### src/rtl/key_pkg.sv
// Shared types and constants for the key-gesture blocks: FSM state encoding
// and the millisecond-to-cycle conversion used to size prescalers.
package key_pkg;

    typedef enum logic [2:0] {
        IDLE,
        PRESSED,
        LONG_HELD,
        WAIT_GAP,
        WAIT_REL
    } key_state_t;

    function automatic int ms_to_cycles(input int clk_freq, input int ms);
        return (clk_freq / 1000) * ms;
    endfunction

    function automatic int max_of(input int a, input int b);
        return (a > b) ? a : b;
    endfunction

endpackage

### src/rtl/ms_tick.sv
// Free-running prescaler emitting one-cycle ticks every PERIOD cycles;
// clr restarts the period so the next tick lands a full PERIOD later.
module ms_tick #(
    parameter int PERIOD = 65_000
) (
    input  logic clk,
    input  logic rst_n,
    input  logic clr,
    output logic tick
);

    localparam int CW = (PERIOD > 1) ? $clog2(PERIOD) : 1;

    logic [CW-1:0] cnt;

    assign tick = (cnt == CW'(PERIOD - 1));

    always_ff @(posedge clk or negedge rst_n) begin
        if (!rst_n) begin
            cnt <= '0;
        end else if (clr || tick) begin
            cnt <= '0;
        end else begin
            cnt <= cnt + CW'(1);
        end
    end

endmodule

### src/rtl/key_event.sv
// Key-gesture classifier: short press, long press and double click pulses.
// Build option: define KEY_EVENT_REPEAT_EN to re-emit olong every REPEAT_MS while held.
module key_event
    import key_pkg::*;
#(
    parameter int CLK_FREQ     = 65_000_000,
    parameter int LONG_MS      = 1000,
    parameter int GAP_MS       = 250,
    parameter int REPEAT_MS    = 100,
    parameter bit ACTIVE_LEVEL = 1'b0
) (
    input  logic clk,
    input  logic rst_n,
    input  logic ikey,
    input  logic ivalid,
    output logic oshort,
    output logic olong,
    output logic odouble,
    output logic oheld
);

    localparam int TICK_CYC = ms_to_cycles(CLK_FREQ, 1);
`ifdef KEY_EVENT_REPEAT_EN
    localparam int MS_MAX = max_of(max_of(LONG_MS, GAP_MS), REPEAT_MS);
`else
    localparam int MS_MAX = max_of(LONG_MS, GAP_MS) + 0 * REPEAT_MS;
`endif
    localparam int MS_W = $clog2(MS_MAX + 1);
    localparam logic [MS_W-1:0] LONG_CNT = MS_W'(LONG_MS);
    localparam logic [MS_W-1:0] GAP_CNT  = MS_W'(GAP_MS);
`ifdef KEY_EVENT_REPEAT_EN
    localparam logic [MS_W-1:0] REP_CNT  = MS_W'(REPEAT_MS);
`endif

    key_state_t      state;
    key_state_t      state_nxt;
    logic            lvl;
    logic            is_act;
    logic            press;
    logic            key_rel;
    logic            tick;
    logic            clr;
    logic            rep_clr;
    logic            short_nxt;
    logic            long_nxt;
    logic            dbl_nxt;
    logic [MS_W-1:0] ms_cnt;

    assign is_act  = (ikey == ACTIVE_LEVEL);
    assign press   = ivalid & is_act & (lvl != ACTIVE_LEVEL);
    assign key_rel = ivalid & ~is_act & (lvl == ACTIVE_LEVEL);
    // Every state change (and each auto-repeat) restarts the ms timebase.
    assign clr     = (state_nxt != state) | rep_clr;

    ms_tick #(
        .PERIOD(TICK_CYC)
    ) u_ms_tick (
        .clk  (clk),
        .rst_n(rst_n),
        .clr  (clr),
        .tick (tick)
    );

    // Edges are tested before timeouts so a coincident edge suppresses the pulse.
    always_comb begin
        state_nxt = state;
        short_nxt = 1'b0;
        long_nxt  = 1'b0;
        dbl_nxt   = 1'b0;
        rep_clr   = 1'b0;
        case (state)
            IDLE: begin
                if (press) state_nxt = PRESSED;
            end
            PRESSED: begin
                if (key_rel) begin
                    state_nxt = WAIT_GAP;
                end else if (ms_cnt == LONG_CNT) begin
                    long_nxt  = 1'b1;
                    state_nxt = LONG_HELD;
                end
            end
            LONG_HELD: begin
                if (key_rel) begin
                    state_nxt = IDLE;
                end
`ifdef KEY_EVENT_REPEAT_EN
                else if (ms_cnt == REP_CNT) begin
                    long_nxt = 1'b1;
                    rep_clr  = 1'b1;
                end
`endif
            end
            WAIT_GAP: begin
                if (press) begin
                    dbl_nxt   = 1'b1;
                    state_nxt = WAIT_REL;
                end else if (ms_cnt == GAP_CNT) begin
                    short_nxt = 1'b1;
                    state_nxt = IDLE;
                end
            end
            WAIT_REL: begin
                if (key_rel) state_nxt = IDLE;
            end
            default: state_nxt = IDLE;
        endcase
    end

    always_ff @(posedge clk or negedge rst_n) begin
        if (!rst_n) begin
            state   <= IDLE;
            lvl     <= ~ACTIVE_LEVEL;
            ms_cnt  <= '0;
            oshort  <= 1'b0;
            olong   <= 1'b0;
            odouble <= 1'b0;
            oheld   <= 1'b0;
        end else begin
            state <= state_nxt;
            if (ivalid) lvl <= ikey;
            if (clr) begin
                ms_cnt <= '0;
            end else if (tick && (ms_cnt != '1)) begin
                ms_cnt <= ms_cnt + MS_W'(1);
            end
            oshort  <= short_nxt;
            olong   <= long_nxt;
            odouble <= dbl_nxt;
            oheld   <= (state_nxt inside {PRESSED, LONG_HELD, WAIT_REL});
        end
    end

endmodule
### config.mk
export PLATFORM = sky130hd
export DESIGN_NAME = key_event
export DESIGN_NICKNAME = d
export VERILOG_FILES = /design/src/rtl/key_pkg.sv /design/src/rtl/ms_tick.sv /design/src/rtl/key_event.sv
export SDC_FILE = /design/constraint.sdc
export NUM_CORES = 1
export LEC_CHECK = 0
export CELL_PAD_IN_SITES_DETAIL_PLACEMENT = 1
export CELL_PAD_IN_SITES_GLOBAL_PLACEMENT = 1
export CORE_ASPECT_RATIO = 0.5
export CORE_MARGIN = 10
export CORE_UTILIZATION = 45
export CTS_CLUSTER_DIAMETER = 120
export DETAILED_ROUTE_END_ITERATION = 7
export PLACE_DENSITY_LB_ADDON = 0.1
export SETUP_SLACK_MARGIN = 0.3
export SLEW_MARGIN = 5
export SYNTH_ARGS = -nofsm -noshare
export SYNTH_HDL_FRONTEND = slang
export SYNTH_SLANG_ARGS = --single-unit
### constraint.sdc
create_clock -name clk -period 4.45 [get_ports clk]
set_clock_uncertainty 0.2 [all_clocks]
set_input_delay 0.89 -clock clk [delete_from_list [all_inputs] [get_ports clk]]
set_output_delay 0.89 -clock clk [all_outputs]
set_load 0.01 [all_outputs]
## Yosys cells after proc, flatten, opt, wreduce, memory -nomap -nowiden

Index checks and enable logic that the tools add are counted.

| word-level totals | value |
|---|---|
| register bits after elaboration | 34 |
| bits in latches | 0 |
| RAM bits | 0 |
| bits in read-only memories | 0 |
| bits of input ports | 4 |
| output and inout bits | 4 |
| logic and storage cells | 52 |
| memories | 0 |

| operators by class | value |
|---|---|
| add/sub/neg operators | 2 |
| $mul | 0 |
| div/mod/pow operators | 0 |
| $lt $le $gt $ge | 0 |
| equal/unequal tests | 12 |
| shifts and indexed selects | 0 |
| muxes and demuxes | 18 |
| bitwise operators | 6 |
| reduce and logical (&&, ||, !) cells | 6 |

Operators with widths:

| kind | count |
|---|---|
| 10-bit 2-to-1 mux | 2 |
| 3-bit 2-to-1 mux | 6 |
| 16-bit by 1-bit adder with 16-bit output (second input constant) | 1 |
| 16-bit == test (second input constant) | 1 |
| 16-bit 2-to-1 mux | 1 |
| 3-bit case mux with 4 select lines | 1 |
| 10-bit by 1-bit adder with 10-bit output (second input constant) | 1 |
| 10-bit == test (second input constant) | 1 |
| 10-bit by 8-bit == test with 1-bit output (second input constant) | 1 |
| 10-bit inequality test (second input constant) | 1 |
| 3-bit by 2-bit == test with 1-bit output (second input constant) | 3 |
| 1-bit 2-to-1 mux | 8 |
| 3-bit by 1-bit == test with 1-bit output (second input constant) | 2 |
| 3-bit == test (second input constant) | 2 |
| 1-bit AND | 4 |
| 3-bit logical NOT | 1 |
| 3-bit inequality test | 1 |
| 3-bit nonzero test | 1 |
| 1-bit inverter | 2 |
| 2-bit nonzero test | 1 |
| 2-bit OR reduction | 1 |
| 1-bit logical AND | 1 |
| 1-bit logical OR | 1 |

## Logic depth before layout (Yosys ltp)

Gate-level depths: netlist (run 1).

| depth | value |
|---|---|
| depth after elaboration | 8 |
| gate-level depth with buffers | 9 |
| gate-level depth less buffers | 7 |

## Cells and area by module

Synthesis (run 1) repeated with hierarchy kept, for this count alone.

| unflattened totals | value |
|---|---|
| cells, all modules | 187 |
| area, all modules | 1925.6 µm² |

Modules (own cells, without submodules):

| module | times used | cells each | area an instance (µm²) |
|---|---|---|---|
| key_event | 1 | 110 | 1158.6 |
| ms_tick | 1 | 77 | 767.0 |

## Worst setup path after synthesis (run 1)

No wires, ideal clock.

| timing | value |
|---|---|
| path type | in2reg |
| start point | input ikey |
| end point | register u_ms_tick.cnt[10] |
| setup time | 0.126 ns |
| arrival | 2.291 ns |
| data required time | 4.124 ns |
| path slack | 1.834 ns |
| stages | 6 |
| buffers on the path | 1 |
| cell sequence | and3b_1 > or4_4 > nor2b_4 > nor3_4 > buf_8 > nor4_2 |

| between the ends | value |
|---|---|
| word-level cells in the longest chain between the ends | 8 |
| elaborated cells between the ends (all ways) | 13 |
| those cells by class | 1 x eq/ne; 6 x mux; 5 x bitwise; 1 x reduce/logical |

RTL lines:

| item | line | RTL |
|---|---|---|
| from (decl) | key_event.sv:14 | `input logic ikey,` |
| 1-bit inverter | key_event.sv:49 | `assign is_act = (ikey == ACTIVE_LEVEL);` |
| 1-bit AND (2 in series) | key_event.sv:50 | `assign press = ivalid & is_act & (lvl != ACTIVE_LEVEL);` |
| 3-bit 2-to-1 mux, on equally long branches | key_event.sv:95, key_event.sv:73 |  |
| 3-bit case mux with 4 select lines * | key_event.sv:71 | `case (state)` |
| 3-bit inequality test * | key_event.sv:53 | `assign clr = (state_nxt != state) \| rep_clr;` |
| 1-bit logical OR * | ms_tick.sv:21 | `end else if (clr \|\| tick) begin` |
| 16-bit 2-to-1 mux * | ms_tick.sv:21 |  |
| to (signal assigned) | ms_tick.sv:24 | `cnt <= cnt + CW'(1);` |
| to (decl) | ms_tick.sv:14 | `logic [CW-1:0] cnt;` |

Mark *: on every way between the ends. The rest lies on a longest branch, timed or not.
A chain may end at the register's enable or synchronous reset.

## Worst setup path after layout (run 1)

| timing | value |
|---|---|
| start point | input ivalid |
| end point | register u_ms_tick.cnt[15] |

| between the ends | value |
|---|---|
| word-level cells in the longest chain between the ends | 7 |
| elaborated cells between the ends (all ways) | 12 |
| those cells by class | 1 x eq/ne; 6 x mux; 4 x bitwise; 1 x reduce/logical |

RTL lines:

| item | line | RTL |
|---|---|---|
| from (decl) | key_event.sv:15 | `input logic ivalid,` |
| 1-bit AND, on equally long branches (2 in series) | key_event.sv:51, key_event.sv:50 |  |
| 3-bit 2-to-1 mux, on equally long branches | n/a |  |
| 3-bit case mux with 4 select lines * | key_event.sv:71 |  |
| 3-bit inequality test * | key_event.sv:53 |  |
| 1-bit logical OR * | ms_tick.sv:21 |  |
| 16-bit 2-to-1 mux * | ms_tick.sv:21 |  |

Marks and branches as above.

==> results of run 1 <==
area by class of cell:
cell class	instances	area, um^2	share of cell area (%)
multi-input combinational	152	1090	49.2
sequential	34	852	38.5
timing repair buffer	11	100	4.53
clock buffer	8	80.1	3.62
tap	57	71.3	3.23
inverter	5	18.8	0.849
registers in the layout, summed over array words and instances, names as in the netlist:
register / count
odouble: 1
u_ms_tick.cnt: 16
oheld: 1
olong: 1
state: 3
lvl: 1
oshort: 1
ms_cnt: 10
layer usage:
metal  vias to the layer above  global-route usage (%)  part of all wire, %
met4                         0                    5.06                  1.6
met2                        21                    24.1                   48
li1                        768                       -                    -
met3                         8                    5.22                  4.6
met5                         -                       0                    0
met1                       821                    15.6                   46
power by group through the flow:
stage               clock network (W)  logic (W)  registers (W)
floorplan                           0   0.000257       0.000363
global placement                    0   0.000270       0.000387
detailed placement                  0   0.000281       0.000389
CTS                          0.000235   0.000282       0.000384
global route                 0.000254   0.000309       0.000390
finish                       0.000224   0.000280       0.000385
kinds of logic after synthesis:
logic type	count (synthesis)	share of synthesized area (%)
AOI/OAI and AO/OA	19	5.62
and+or+nand+nor	105	34.7
muxes	4	2.04
adders and majority gates	4	2.47
xor gates and xnor gates	20	8.65
DFF	34	42.1
buffers and inverters	15	4.45
final timing paths:
| check | end | slack, ps | cells past startpoint |
|---|---|---|---|
| worst max-delay path | u_ms_tick.cnt[15] | 1490 | 7 |
| worst min-delay path | u_ms_tick.cnt[0] | 350 | 1 |
| worst max register to register | u_ms_tick.cnt[15] | 1930 | 8 |
| worst min register to register | u_ms_tick.cnt[0] | 350 | 1 |
| max in group asynchronous | lvl | 2890 | 2 |
| min in group asynchronous | oheld | 820 | 2 |
stage by stage:
stage | hold WS [ps] | worst slack, ps | total power (W) | instance area (um^2) | utilization [%]
3_5_place_dp | 330 | 1190 | 0.000670 | 2130 | 48.9
3_3_place_gp | 300 | 1240 | 0.000657 | 2130 | 48.9
4_1_cts | 347 | 1500 | 0.000900 | 2210 | 50.7
5_1_grt | 361 | 1390 | 0.000953 | 2210 | 50.7
6_report | 346 | 1490 | 0.000889 | 2210 | 50.7
2_1_floorplan | 265 | 1830 | 0.000621 | 2020 | -
worst max-delay path, cell delays in order:
cell and delay [ps]:
sky130_fd_sc_hd__clkdlybuf4s50_1 480, sky130_fd_sc_hd__and3b_1 240, sky130_fd_sc_hd__or4_4 530, sky130_fd_sc_hd__nor2b_4 150, sky130_fd_sc_hd__nor3_4 160, sky130_fd_sc_hd__buf_4 350, sky130_fd_sc_hd__nor4_1 110
Yosys cell counts (3+ instances only):
cell type / n
sky130_fd_sc_hd__nor3_1: 16
sky130_fd_sc_hd__nor4_1: 11
sky130_fd_sc_hd__nand3_1: 8
sky130_fd_sc_hd__nor2_1: 11
sky130_fd_sc_hd__nand4_1: 9
sky130_fd_sc_hd__nand4b_1: 3
sky130_fd_sc_hd__nor4_2: 7
sky130_fd_sc_hd__o21ai_0: 5
sky130_fd_sc_hd__ha_1: 4
sky130_fd_sc_hd__and4_1: 5
sky130_fd_sc_hd__inv_1: 5
sky130_fd_sc_hd__xor2_1: 9
sky130_fd_sc_hd__nand3b_1: 3
sky130_fd_sc_hd__xnor2_1: 11
sky130_fd_sc_hd__a21oi_1: 8
sky130_fd_sc_hd__buf_2: 6
sky130_fd_sc_hd__nand2_1: 11
sky130_fd_sc_hd__mux2i_1: 3
sky130_fd_sc_hd__dfrtp_1: 33
sky130_fd_sc_hd__nor3_2: 3
==> results.txt, run 1 <==
Dividing the detail-routed wire length by the instance count gives 18.2 um. The tools report the antenna diode instance count as 0. The clock period could shrink to 2960 ps.

Headroom to the max-slew limit came out at 65.7%. For this run, design rule violations remaining after detail routing come to 0. The total overflow left after global routing is 0. The proportion of synthesized flip-flops having asynchronous set or reset is 100%. The top cell types in the final layout, fill and taps aside, are sky130_fd_sc_hd__dfrtp_1, sky130_fd_sc_hd__nor3_1, sky130_fd_sc_hd__nor2_1, sky130_fd_sc_hd__nand2_1, sky130_fd_sc_hd__xnor2_1. TritonCTS created 5 clock buffers. For the count of final max-slew check failures, the log shows 0.

The floorplan step defined a die boundary enclosing 7740 um^2. In this run the post-CTS setup repair buffer count came out at 0. The run gives 79 as the DRC marker count from the first detailed-route iteration.

Across every metal layer, demand over resource in global routing totals 13.9%. Counting every sink on the clock net gives 34. By area the synthesized netlist is led by sky130_fd_sc_hd__dfrtp_1, sky130_fd_sc_hd__xnor2_1, sky130_fd_sc_hd__nor4_2, sky130_fd_sc_hd__nor3_1, sky130_fd_sc_hd__xor2_1. After detailed routing, the number of vias per cell comes to 6.06. Counting the fill cells in the layout gives 503.

Power spread over the standard cell area amounts to 402 nW/um^2. In this run the tool buffered the top-level ports with 7 buffer cells. Clock-pin slew was measured on the worst setup and hold paths at 70 ps.

The post-route clock period utilization came out at 66.5%. The cell sitting at the root of the clock tree is a sky130_fd_sc_hd__clkbuf_8. After synthesis, the netlist uses 46 different library cells. The last weighted congestion value of the routability-driven placer is 0.831. Summing the sequential cell areas from Yosys gives 42.1% of the chip area. Setup repair after global routing left no endpoint under its margin. Row generation in the floorplan step produced 17 rows.

After legalization and detailed placement, the total HPWL measured 3300 um. TritonCTS built the clock tree. The timing-limited maximum frequency came out at 338 MHz. In this run the static leakage power is 0.844 nW. The flow ran to the end, and the final reports show no timing, DRC or antenna violations.

The total of endpoints with negative setup slack in the final report came out at 0. The first global-routing pass estimated 8440 um of wire. After technology mapping, the gate count stands at 201. For this design the total switching power over the nets is 0.000345 W. For this run, the leading register cell type out of synthesis is sky130_fd_sc_hd__dfrtp_1. The first detailed-routing pass ran for 4 iterations. The number of enable-type register cells in the synthesized netlist was 0. The remaining antenna violation count is 0, and the internal cell power is 0.000544 W.

The largest fanout of any net on the critical path was 26; the share of layout cells above drive strength 1 was 13.8%. The data arrival time of the critical path is 2920 ps. Of the total power, the share spent switching nets is 38.8%. The logs give 267 for the final non-filler cell total and 209 for the post-synth net total. Of the post-synthesis cell area, the dominant cell type holds 40.8%. The proportion of power drawn by the clock network is 25.2%, and the maximum buffer depth of the clock tree is 2.

The slew of the pin with the lowest slew margin came out at 507 ps. Startpoint-to-endpoint class of the critical path: in2reg. From left edge to right edge, the die measures 115 um. The initial antenna violation count was 0. For the final routed database, the setup TNS stands at 0 ps.

Across the VDD grid, the largest voltage drop is 0.148 mV. Worst hold path class: reg2reg. The tools report the sequential share of power as 43.3%. The logs give 0 for the total of max-cap violations and 4410 ps for the critical path required time.

The number of placed cells counting well taps was 259. Most common cell after layout, fill and taps aside: sky130_fd_sc_hd__dfrtp_1. For this configuration, the core starts out at a cell density of 46.4%. The worst register-to-register path begins at ms_cnt[0]. Post-synthesis instance area: 2020 um^2. For the standard cell core area, the log shows 4360 um^2. The number of endpoints with negative hold slack in the final report came out at 0.

The type of element launching the critical path is an input port. The height of the chip is 67.4 um. Hold path startpoint: u_ms_tick.cnt[0].

The average footprint of a synthesized cell is 10.1 um^2. In this run, post-CTS hold repair placed 0 buffers. Number of H-tree branching levels: 2. The tools report the number of gates given a new drive strength after cts as 0.

The routed layout has 1618 vias. STA classifies the critical path endpoint as a register. sky130_fd_sc_hd__dfrtp_1 takes more of the synthesized area than any other cell. Maximum number of pins on one net before global-route repair: 35. The final routed wirelength across all metal layers was 4860 um.

The via count of the first global-routing pass is 1760. The synthesis-stage register bit count is 34, and the layout overhead on the synthesized area is 9.21%. 8 I/O pins were placed. In this run, the combinational gates consume 31.5% of the power.

The most critical setup path has its startpoint at ivalid. The Yosys step of the flow raised 0 warnings. For the worst-skew pair, the clock arrives at the later sink with an insertion delay of 290 ps. In the final design database the tool counted 217 nets.
(Power assumes the default switching activity.)
==> run 2: changes to the inputs <==
- clock period: 4.45 -> 2.92 ns (I/O delays scaled with it)
==> results.txt, run 2 (same netlist as run 1, synthesis figures left out) <==
The top register by number of flip-flops is u_ms_tick.cnt. The floorplan die width is 115 um (unchanged). The startpoint-to-endpoint class of the critical path is in2reg. The minimum period implied by the final worst setup slack came out at 2530 ps. The standard cell core area came out at 4360 um^2 (unchanged).

The setup TNS came out at 0 ps (unchanged). The post-DP HPWL is 3250 um (-1.6%). The logs give 0 (unchanged) for the total of max-cap violations and 0 (unchanged) for the setup fix buffers added after clock tree synthesis. The tools report the global router's overall resource usage as 13.3% (-0.63 points). The clock insertion delay at the later pin of the skew report is 280 ps (about the same), and the overall power is 0.00139 W (+56%). The run gives 2 (unchanged) as the maximum buffer depth of the clock tree. The clock-pin slew reported for the worst setup and hold paths after clock tree synthesis is 60 ps (about the same), and the timing-limited maximum frequency is 395 MHz. The overall via count from detail_route is 1606 (-0.74%). The initial cell density of the core is 46.4% (unchanged), and the antenna diode instance count is 0 (unchanged). The logs give 2 (unchanged) for the number of H-tree branching levels and 34 (unchanged) for the number of sinks driven by the clock tree.

The count of final max-slew check failures came out at 0 (unchanged). The logs give 8270 um (-2.0%) for the wire length of the first global-routing pass and 2880 ps (-1530 ps) for the critical path required time. The run gives 0 (unchanged) as the number of gates given a new drive strength after cts.

The number of iterations in the first detailed-routing pass is 4 (unchanged), and the share of layout cells above drive strength 1 is 15.1% (+1.3 points). The largest fanout of any net on the critical path is 26 (unchanged). The last weighted congestion value of the routability-driven placer came out at 0.884 (+6.3%).

In the layout the commonest cells are sky130_fd_sc_hd__dfrtp_1, sky130_fd_sc_hd__nor3_1, sky130_fd_sc_hd__nor2_1, sky130_fd_sc_hd__nand2_1, sky130_fd_sc_hd__xnor2_1. The total of endpoints with negative setup slack in the final report was 0 (unchanged); the top-level port count was 8 (unchanged). The residual overflow from global routing was 0 (unchanged). Setup repair after global routing left no endpoint under its margin.

The initial antenna violation count is 0 (unchanged). STA classifies the critical path endpoint as a register. The number of DRC violations after detailed routing is 0 (unchanged). The flow ran to the end, and the final reports show no timing, DRC or antenna violations.

The height of the chip works out to 67.4 um (unchanged). The cell sitting at the root of the clock tree is a sky130_fd_sc_hd__clkbuf_8. The CTS buffer count was 5 (unchanged); the cell row count was 17 (unchanged). The power density over cell area came out at 616 nW/um^2 (+53%).

The remaining antenna violation count is 0 (unchanged), and the leakage power summed over all cells is 0.864 nW (+2.4%). The count of input and output buffers was 7 (unchanged); the final routed wirelength across all metal layers was 4760 um (-2.2%). The tools report the type of element launching the critical path as an input port. The number of flip-flops in the largest register is 16 (unchanged). The run gives 0 (unchanged) as the hold buffer count at CTS. TritonCTS built the clock tree. Compared with the post-synthesis result, the final layout area differs by 11.4%. Per-cell routed wire length: 17.7 um (-2.9%). The worst hold path class was reg2reg. The post-route clock period utilization is 86.8%. For the maximum number of pins on one net before global-route repair, the log shows 35 (unchanged).

The tools report the remaining max-slew budget at the tightest pin as 70.1% (+4.3 points). The number of endpoints with negative hold slack in the final report is 0 (unchanged), and the slew of the pin with the lowest slew margin is 449 ps (-58.0 ps). For the die outline area, the log shows 7740 um^2 (unchanged).

The DRC marker count from the first detailed-route iteration is 98 (+24%). For the net count of the finished layout, the log shows 220 (+1.4%). The via count of the first global-routing pass came out at 1713 (-2.7%). The maximum resistive drop on vdd was 0.243 mV (+64%).

The largest registers in the layout are u_ms_tick.cnt: 16 flops, ms_cnt: 10 flops, state: 3 flops. The tools report the data arrival time of the critical path as 2490 ps (-430 ps). The library cell used most frequently in the layout, excluding fill and tap cells, is sky130_fd_sc_hd__dfrtp_1. Via count normalized by instance count: 5.97 (-1.5%).
==> run 2: power breakdown <==
| group | internal, W | leakage (nW) | switching, W |
|---|---|---|---|
| clock | 0.000164 | 0.0383 | 0.000162 |
| sequential | 0.000518 | 0.464 | 0.0000665 |
| combinational | 0.000191 | 0.362 | 0.000287 |
| total | 0.000873 | 0.864 | 0.000516 |
==> run 2: worst max-delay path, cell delays in order <==
cell and delay (ps):
sky130_fd_sc_hd__clkdlybuf4s50_1 470, sky130_fd_sc_hd__and3b_1 240, sky130_fd_sc_hd__or4_4 530, sky130_fd_sc_hd__nor2b_4 150, sky130_fd_sc_hd__nor3_4 210, sky130_fd_sc_hd__buf_12 210, sky130_fd_sc_hd__nor3_1 80
==> run 2: area by class of cell <==
type                    instances  area (um^2)
repair buffers                 14          148
inverters                       5         18.8
flip-flops and latches         34          852
multi-input cells             152         1090
well taps                      57         71.3
fillers                       493         2110
clock buffers                   7         76.3
==> run 2: final timing paths <==
check / start / slack [ps] / cells past startpoint / end
hold reg to reg: u_ms_tick.cnt[0] / 310 / 1 / u_ms_tick.cnt[0]
min in group asynchronous: rst_n / 530 / 2 / odouble
max in group asynchronous: rst_n / 1660 / 2 / lvl
setup / recovery: ikey / 390 / 7 / u_ms_tick.cnt[1]
hold / removal: u_ms_tick.cnt[0] / 310 / 1 / u_ms_tick.cnt[0]
setup reg to reg: ms_cnt[0] / 580 / 8 / u_ms_tick.cnt[1]
==> run 2: layer usage <==
metal / GRT usage (%) / part of all wire (%) / vias to the layer above
met5: 0 / 0 / -
met4: 3.37 / 0.74 / 0
met3: 3.89 / 3.8 / 5
met2: 22.5 / 47 / 18
met1: 16.4 / 48 / 810
li1: - / - / 773
==> run 2: per-stage QoR <==
step,instances,setup WS [ps],utilization [%],cell area (um^2),hold WS [ps]
after floorplan,201,610,-,2020,88.4
after global routing,269,311,51.7,2250,324
after detailed placement,262,101,50.0,2180,300
after global placement,262,138,50.0,2180,293
after CTS,269,387,51.7,2250,309
final,269,386,51.7,2250,313
==> run 3: changes to the inputs <==
- CORE_MARGIN: 10 -> unset
==> results.txt, run 3 (same netlist as run 1, synthesis figures left out) <==
The per-cell routed wire length was 17.7 um (+0.38%); the critical path required time was 2890 ps (about the same). The worst setup path is captured at a register. The largest fanout of any net on the critical path is 26 (unchanged). The run gives 392 MHz (-0.65%) as the timing-limited maximum frequency. The logs give 49.3% (+2.9 points) for the initial cell density of the core and 315 ps (+1.71 ps) for the tightest hold margin. For the clock insertion delay at the later pin of the skew report, the log shows 300 ps (+20 ps). The tools report the maximum buffer depth of the clock tree as 2 (unchanged). The residual overflow from global routing was 0 (unchanged); the floorplan die width was 96.9 um (-16%). Tracing the worst setup path back leads to its startpoint at ivalid.

The standard cell core area is 4100 um^2 (-5.9%), and the remaining max-slew budget at the tightest pin is 70.2% (+0.13 points). Worst hold path class: reg2reg. Leaving out fill and tap cells, the most frequent cells in the layout are sky130_fd_sc_hd__dfrtp_1, sky130_fd_sc_hd__nor3_1, sky130_fd_sc_hd__nor2_1, sky130_fd_sc_hd__nand2_1, sky130_fd_sc_hd__xnor2_1. The share of layout cells above drive strength 1 is 16.6% (+1.5 points). The antenna diode instance count was 0 (unchanged).

The post-DP HPWL was 3200 um (-1.4%); the slew of the pin with the lowest slew margin was 447 ps (-1.90 ps). The tools report the top-level port count as 8 (unchanged). Setup repair after global routing left no endpoint under its margin.

The number of iterations in the first detailed-routing pass was 4 (unchanged). For the overall via count from detail_route, the log shows 1603 (-0.19%). The total of max-cap violations is 0 (unchanged), and the number of DRC violations after detailed routing is 0 (unchanged). The maximum resistive drop on vdd came out at 0.385 mV (+59%). The critical path in this run is classified as in2reg. The via count normalized by instance count is 6.05 (+1.3%).

Top register by number of flip-flops: u_ms_tick.cnt. The post-route clock period utilization is 87.3% (+0.57 points), and the multi-input logic area is 1110 um^2 (+2.0%). For the setup TNS, the log shows 0 ps (unchanged). TritonCTS built the clock tree. The run gives 0 (unchanged) as the count of final max-slew check failures. The type of element launching the critical path was an input port. The setup fix buffers added after clock tree synthesis was 0 (unchanged). The number of flip-flops in the largest register was 16 (unchanged).

The minimum period implied by the final worst setup slack was 2550 ps (+16.5 ps); the data arrival time of the critical path was 2520 ps (+30 ps). The clock-pin slew reported for the worst setup and hold paths after clock tree synthesis is 70 ps (about the same). The startpoint identified for the worst register-to-register timing path is ms_cnt[0]. Maximum number of pins on one net before global-route repair: 35 (unchanged).

The net count of the finished layout is 218 (-0.91%). The most common cell after layout, fill and taps aside was sky130_fd_sc_hd__dfrtp_1. The run gives 34 (unchanged) as the number of sinks driven by the clock tree. The count of input and output buffers is 7 (unchanged), and the initial antenna violation count is 0 (unchanged).

Number of fill cells in the layout: 456 (-7.5%). The logs give 4700 um (-1.1%) for the final routed wirelength across all metal layers and 22.4% (+9.1 points) for the global router's overall resource usage. Number of endpoints with negative hold slack in the final report: 0 (unchanged). The slack of the worst reg-to-reg path came out at 560 ps (-20 ps). The total of endpoints with negative setup slack in the final report is 0 (unchanged), and the via count of the first global-routing pass is 1672 (-2.4%). The last weighted congestion value of the routability-driven placer is 0.793 (-10%). The tools report the remaining antenna violation count as 0 (unchanged). The hold buffer count at CTS was 0 (unchanged). The wire length of the first global-routing pass was 8300 um (+0.33%); the DRC marker count from the first detailed-route iteration was 59 (-40%). In the final layout, the registers with the most flip-flops are u_ms_tick.cnt: 16 flops, ms_cnt: 10 flops, state: 3 flops. The layout overhead on the synthesized area was 13.2%; the number of gates given a new drive strength after cts was 0 (unchanged).

The number of H-tree branching levels is 2 (unchanged), and the die outline area is 4790 um^2 (-38%). The flow ran to the end, and the final reports show no timing, DRC or antenna violations. The power density over cell area works out to 652 nW/um^2 (+5.9%). Hold path startpoint: u_ms_tick.cnt[0]. The cell row count was 16 (-1). For the CTS buffer count, the log shows 5 (unchanged). The leakage power summed over all cells is 0.876 nW (+1.4%), and the height of the chip is 49.4 um (-27%).

The tools report the sequential cell area in the final layout as 852 um^2 (unchanged). The buffer cell driving the clock tree root is sky130_fd_sc_hd__clkbuf_8.
[run 3: metrics by stage]
stage | utilization, % | total power, W | std cells | setup slack (ps) | area, um^2
6_report | 55.8 | 0.00149 | 265 | 370 | 2290
3_3_place_gp | 52.6 | 0.00106 | 257 | 131 | 2160
5_1_grt | 55.8 | 0.00159 | 265 | 298 | 2290
3_5_place_dp | 52.6 | 0.00108 | 257 | 84.9 | 2160
4_1_cts | 55.3 | 0.00150 | 265 | 377 | 2270
2_1_floorplan | - | 0.000946 | 201 | 610 | 2020
[run 3: final timing paths]
kind                                    endpoint  cells after the start
worst max-delay path                   ms_cnt[3]                      7
worst min register to register  u_ms_tick.cnt[0]                      1
max in group asynchronous                    lvl                      2
worst max register to register         ms_cnt[3]                      8
worst min-delay path            u_ms_tick.cnt[0]                      1
min in group asynchronous                odouble                      2
[run 3: cell type report]
| cell class | instances | share of cell area, % |
|---|---|---|
| well taps | 54 | 2.95 |
| clock buffers | 8 | 4.81 |
| multi-input cells | 152 | 48.4 |
| flip-flops and latches | 34 | 37.2 |
| inverters | 5 | 0.819 |
| repair buffers | 12 | 5.79 |
[run 3: routing by layer]
layer,GRT usage (%),wire length (um)
met5,0,0
met2,34.7,2200
met3,5.59,111
met4,9.20,67
met1,30.0,2330
[run 3: where the power goes]
| part | internal (W) | switching (W) |
|---|---|---|
| registers | 0.000518 | 0.0000681 |
| clock network | 0.000238 | 0.000181 |
| logic | 0.000192 | 0.000298 |
[run 3: worst max-delay path, cell delays in order]
cell and delay [ps]:
sky130_fd_sc_hd__clkdlybuf4s50_1 490, sky130_fd_sc_hd__and3b_1 260, sky130_fd_sc_hd__or4_4 530, sky130_fd_sc_hd__nor2b_4 150
sky130_fd_sc_hd__nor3_4 210, sky130_fd_sc_hd__buf_12 210, sky130_fd_sc_hd__nor4_1 80
